[config.mk]
export PLATFORM = sky130hd
export DESIGN_NAME = ssd_mux_driver
export DESIGN_NICKNAME = d
export VERILOG_FILES = /design/src/rtl/ssd_mux_driver.sv
export SDC_FILE = /design/constraint.sdc
export NUM_CORES = 1
export LEC_CHECK = 0
export CORE_UTILIZATION = 40
export CTS_BUF_LIST = sky130_fd_sc_hd__clkbuf_8
export DETAILED_ROUTE_END_ITERATION = 6
export GPL_TIMING_DRIVEN = 0
export PLACE_DENSITY = 0.7
export SLEW_MARGIN = 20
export SYNTH_ARGS = -nofsm -noshare
export SYNTH_HDL_FRONTEND = slang
export SYNTH_SLANG_ARGS = --single-unit
[constraint.sdc]
create_clock -name clk -period 3.1 [get_ports clk]
set_input_delay 0.31 -clock clk [delete_from_list [all_inputs] [get_ports clk]]
set_output_delay 0.31 -clock clk [all_outputs]
set_load 0.02 [all_outputs]
[src/rtl/ssd_mux_driver.sv]
// Time-multiplexed, double-buffered hex driver for NUM_SSD PmodSSD modules.
// Optional macro SSD_LEADING_ZERO_BLANK_EN: an MSB digit whose nibble is 0 stays dark.
module ssd_mux_driver #(
    parameter int unsigned NUM_SSD     = 2,
    parameter int unsigned SHOW_CYCLES = 50000,
    parameter int unsigned DEAD_CYCLES = 500
) (
    input  logic                   clk,
    input  logic                   rst,
    input  logic [8*NUM_SSD-1:0]   value,
    input  logic [2*NUM_SSD-1:0]   blank,
    input  logic                   load,
    output logic                   update_pending,
    output logic                   frame_tick,
    output logic [8*NUM_SSD-1:0]   pmod_port1,
    output logic [8*NUM_SSD-1:0]   pmod_port2
);

    localparam int unsigned MAXC      = (SHOW_CYCLES > DEAD_CYCLES) ? SHOW_CYCLES : DEAD_CYCLES;
    localparam int unsigned CW        = (MAXC > 1) ? $clog2(MAXC) : 1;
    localparam int unsigned DEAD_LAST = (DEAD_CYCLES > 0) ? DEAD_CYCLES - 1 : 0;

    typedef enum logic [1:0] {
        SHOW_LSB,
        BLANK_TO_MSB,
        SHOW_MSB,
        BLANK_TO_LSB
    } state_t;

    state_t                 r_state;
    state_t                 w_next;
    logic [CW-1:0]          r_cnt;
    logic [CW-1:0]          w_cnt_next;
    logic                   w_last;
    logic                   w_boundary;
    logic                   w_sel;
    logic                   w_lit;

    logic [8*NUM_SSD-1:0]   r_pend_val;
    logic [2*NUM_SSD-1:0]   r_pend_blank;
    logic [8*NUM_SSD-1:0]   r_shad_val;
    logic [2*NUM_SSD-1:0]   r_shad_blank;
    logic [8*NUM_SSD-1:0]   w_p1;
    logic [8*NUM_SSD-1:0]   w_p2;
    logic [3:0]             w_nib;
    logic                   w_dark;
    logic [6:0]             w_seg;

    function automatic logic [6:0] f_decode(input logic [3:0] n);
        case (n)
            4'h0: f_decode = 7'h3F;  4'h1: f_decode = 7'h06;
            4'h2: f_decode = 7'h5B;  4'h3: f_decode = 7'h4F;
            4'h4: f_decode = 7'h66;  4'h5: f_decode = 7'h6D;
            4'h6: f_decode = 7'h7D;  4'h7: f_decode = 7'h07;
            4'h8: f_decode = 7'h7F;  4'h9: f_decode = 7'h6F;
            4'hA: f_decode = 7'h77;  4'hB: f_decode = 7'h7C;
            4'hC: f_decode = 7'h39;  4'hD: f_decode = 7'h5E;
            4'hE: f_decode = 7'h79;  default: f_decode = 7'h71;
        endcase
    endfunction

    always_ff @(posedge clk) begin
        if (rst) begin
            r_state <= SHOW_LSB;
            r_cnt   <= '0;
        end else begin
            r_state <= w_next;
            r_cnt   <= w_cnt_next;
        end
    end

    always_comb begin
        w_next     = r_state;
        w_cnt_next = r_cnt + 1'b1;
        if (r_state == SHOW_LSB || r_state == SHOW_MSB)
            w_last = (r_cnt == CW'(SHOW_CYCLES - 1));
        else
            w_last = (r_cnt == CW'(DEAD_LAST));
        if (w_last) begin
            w_cnt_next = '0;
            case (r_state)
                SHOW_LSB:     w_next = (DEAD_CYCLES > 0) ? BLANK_TO_MSB : SHOW_MSB;
                BLANK_TO_MSB: w_next = SHOW_MSB;
                SHOW_MSB:     w_next = (DEAD_CYCLES > 0) ? BLANK_TO_LSB : SHOW_LSB;
                default:      w_next = SHOW_LSB;
            endcase
        end
    end

    always_comb begin
        w_sel      = (r_state == SHOW_MSB) || (r_state == BLANK_TO_MSB);
        w_lit      = (r_state == SHOW_MSB) || (r_state == SHOW_LSB);
        w_boundary = w_last && (w_next == SHOW_LSB);
    end

    // Pending always follows the latest load so later frames keep showing it,
    // even when a boundary-cycle load bypasses straight into shadow.
    always_ff @(posedge clk) begin
        if (rst) begin
            r_pend_val     <= '0;
            r_pend_blank   <= '1;
            r_shad_val     <= '0;
            r_shad_blank   <= '1;
            update_pending <= 1'b0;
            frame_tick     <= 1'b0;
        end else begin
            frame_tick <= w_boundary;
            if (load) begin
                r_pend_val   <= value;
                r_pend_blank <= blank;
            end
            if (w_boundary) begin
                update_pending <= 1'b0;
                if (load) begin
                    r_shad_val   <= value;
                    r_shad_blank <= blank;
                end else begin
                    r_shad_val   <= r_pend_val;
                    r_shad_blank <= r_pend_blank;
                end
            end else if (load) begin
                update_pending <= 1'b1;
            end
        end
    end

    always_comb begin
        w_p1   = '0;
        w_p2   = '0;
        w_nib  = '0;
        w_dark = 1'b1;
        w_seg  = '0;
        for (int unsigned k = 0; k < NUM_SSD; k++) begin
            w_nib  = w_sel ? r_shad_val[8*k+4 +: 4] : r_shad_val[8*k +: 4];
            w_dark = w_sel ? r_shad_blank[2*k+1] : r_shad_blank[2*k];
`ifdef SSD_LEADING_ZERO_BLANK_EN
            if (w_sel && w_nib == 4'h0)
                w_dark = 1'b1;
`endif
            w_seg = (w_lit && !w_dark) ? f_decode(w_nib) : 7'h00;
            w_p1[8*k+4 +: 4] = w_seg[3:0];
            w_p2[8*k+4 +: 3] = w_seg[6:4];
            w_p2[8*k+7]      = w_sel;
        end
    end

    always_ff @(posedge clk) begin
        if (rst) begin
            pmod_port1 <= '0;
            pmod_port2 <= '0;
        end else begin
            pmod_port1 <= w_p1;
            pmod_port2 <= w_p2;
        end
    end

endmodule

==> flow_metrics.env <==
export IMPL_outcome="finished, final reports clean"
export IMPL_yosysSeqAreaShare_pct=41.78
export IMPL_r2r_start="r_state[0]"
export IMPL_antenna_found_initial=0
export IMPL_cts_buffer_depth=2
export IMPL_netlist_area_um2=3593
export IMPL_grt_pass1_vias=2561
export IMPL_drtPass1Iterations=4
export IMPL_grt_usage_pct=15.73
export IMPL_clk_pin_slew_ps=80
export IMPL_dp_hpwl_mm=4.928
export IMPL_tightest_slew_ps=913.1
export IMPL_syn_to_final_growth_pct=22.91
export IMPL_routed_wl_mm=7.038
export IMPL_fin_crit_sh_pct=94.78
export IMPL_min_to="r_pend_val[15]"
export IMPL_layout_drive_gt1_share_pct=17.41
export IMPL_hold_class="input pin to register"
export IMPL_dr_total_vias=2610
export IMPL_initial_core_util_pct=41.21
export IMPL_r2r_end="pmod_port1[12]"
export IMPL_reg2reg_depth=8
export IMPL_htreeDepth=3
export IMPL_skew_ps=8.308
export IMPL_end_kind="register"
export IMPL_drv_slew=0
export IMPL_finish_utilization_pct=50.65
export IMPL_critPathLaunchType="register"
export IMPL_path_max_fanout=10
export IMPL_die_x_um=96.78
export IMPL_power_density_nw_per_um2=454.9
export IMPL_grt_max_degree=14
export IMPL_drt_first_iter_violations=118
export IMPL_routedWlPerCell_um=13.20
export IMPL_worst_ep_arrival_time_ps=3210
export IMPL_hold_depth=3
export IMPL_relSlewSlack_pct=38.61
export IMPL_finalPower_w=0.002009
export IMPL_row_count=34
export IMPL_yosysTopAreaCell="dfxtp_1"
export IMPL_die_h_um=96.78
export IMPL_cts_root_buffer="clkbuf_8"
export IMPL_vias_per_cell=4.897
export IMPL_gr_total_overflow=0
export IMPL_antenna_left=0
export IMPL_ir_worst_vdd_v=0.0003079
export IMPL_worstSetupPathType="register to register"
export IMPL_fin_setup_tns_ps=0
export IMPL_num_io_pins=57
export IMPL_synth_area_leaders="dfxtp_1 (42%), mux2_4 (7.9%), mux2i_1 (7.8%)"
export IMPL_syn_area_per_cell_um2=10.12
export IMPL_hold_slack_ps=332.1
export IMPL_n_fill_cell=788
export IMPL_cts_hold_buf=0
export IMPL_synth_edf_count=0
export IMPL_synth_commonest_cells="dfxtp_1 (75), nor2_1 (44), mux2i_1 (28)"
export IMPL_cts_buffers=9
export IMPL_synthCells=355
export IMPL_rrSetupSlack_ps=160
export IMPL_fin_crit_ps=2938
export IMPL_grt_pass1_wl_mm=12.01
export IMPL_cts_sinks=75
export IMPL_rsz0062_at_grt="false"
export IMPL_port_buffers=39
export IMPL_core_um2=8721
export IMPL_place_congestion=0.8705
export IMPL_ys_ff_latch=75
export IMPL_synth_most_common_cell="dfxtp_1"
export IMPL_drc_errors=0
export IMPL_die_area_um2=9366
export IMPL_hold_viol_final=0
export IMPL_synthArstFlopShare_pct=0
export IMPL_min_from="load"
export IMPL_synth_warnings=0
export IMPL_synth_cell_type_count=46
export IMPL_tritoncts="done"
export IMPL_ys_flop_type="dfxtp_1"
export IMPL_clk_latency_ps=350
export IMPL_required_ps=3370
export IMPL_antenna_cells=0
export IMPL_setup_violations=0
export IMPL_fmax_mhz=340.4
export IMPL_synth_top_area_share_pct=41.78
export IMPL_drv_cap=0
export IMPL_num_nets_final=460
export IMPL_p_leak_nw=1.838
## metal layers
layer,vias to the layer above,track usage [%],share of wire (%)
met4,0,7.463,2.0
met5,-,0,0
li1,1336,-,-
met1,1206,19.16,47
met2,58,26.60,47
met3,10,3.035,3.7
## stage by stage
step / instance area (um2) / cells / setup WS [ps]
after floorplan: 3650 / 370 / 412.1
after global placement: 4175 / 517 / -19.41
after detailed placement: 4175 / 517 / -59.39
after CTS: 4417 / 533 / 149.5
after global routing: 4417 / 533 / 16.77
final: 4417 / 533 / 161.9
## worst max-delay path, stage by stage, from the launching register on
cell      delay, ps
dfxtp_1         450
inv_1           110
ha_1            280
clkbuf_1        290
buf_2           360
mux2_2          440
ha_1            270
or3b_2          480
a21oi_1         170
## logic make-up (layout without fill, tap and decap cells)
family / count (synthesis) / count (layout) / synth area share [%]
buf+inv: 41 / 96 / 6.511
xor+xnor: 13 / 13 / 3.169
mux: 55 / 55 / 18.25
compound gates: 36 / 36 / 7.347
other cells: 1 / 16 / 0.1044
fa+ha+maj: 17 / 17 / 5.919
simple gates: 117 / 117 / 16.92
flops: 75 / 75 / 41.78
## sequential cells by signal (all words and copies together) (netlist names)
name	count
r_state	2
r_shad_val	16
r_cnt	16
r_pend_blank	4
r_pend_val	16
pmod_port1	8
r_shad_blank	4
update_pending	1
pmod_port2	7
frame_tick	1
## final cells by class
| type | instances | area [um2] | area share (%) |
|---|---|---|---|
| multi-input cells | 254 | 1914 | 43.34 |
| flip-flops and latches | 75 | 1501 | 33.99 |
| repair buffers | 39 | 390.4 | 8.839 |
| plain buffers | 33 | 205.2 | 4.646 |
| well taps | 108 | 135.1 | 3.059 |
| clock buffers | 9 | 123.9 | 2.805 |
| clock inverters | 7 | 116.4 | 2.635 |
| inverters | 8 | 30.03 | 0.6799 |
## worst max path at each step
stage	startpoint	to	slack (ps)	cells after the start
finish	r_state[0]	pmod_port1[12]	160	8
global route	r_state[0]	pmod_port1[12]	20	8
CTS	r_state[0]	pmod_port1[12]	150	8
detailed placement	r_state[0]	pmod_port1[12]	-60	8
global placement	r_state[0]	pmod_port1[12]	-20	8
floorplan	r_state[0]	pmod_port1[12]	410	8
## report_power, final
part / switching, W / internal (W) / leakage [nW] / total (W)
combinational: 0.0000645 / 0.0000607 / 1.11 / 0.000125
clock: 0.000362 / 0.000533 / 0.119 / 0.000895
sequential: 0.00000714 / 0.000982 / 0.609 / 0.000989
total: 0.000434 / 0.00158 / 1.84 / 0.00201
## cell usage in the layout, fill, tap and decap left out, types with 6 or more instances in the layout
cell	Yosys	layout
clkbuf_1	10	10
clkbuf_8	0	9
nor2b_1	18	18
conb_1	1	16
mux2i_1	28	28
buf_4	17	17
nand2_1	17	17
ha_1	17	17
a21oi_1	8	8
mux2_2	8	8
dfxtp_1	75	75
xor2_1	6	6
nor2_1	44	44
mux2_4	19	19
inv_1	8	8
a221oi_1	7	7
o21ai_0	6	6
xnor2_1	7	7
clkdlybuf4s50_1	0	39
## what timing repair did
item / CTS / global route
endpoints found under the setup margin: 1 / 0
resized for setup: 1 / 0
endpoints found under the hold margin: 0 / 0
buffers inserted: 0 / 0
Power figures use the tool's default switching activity.
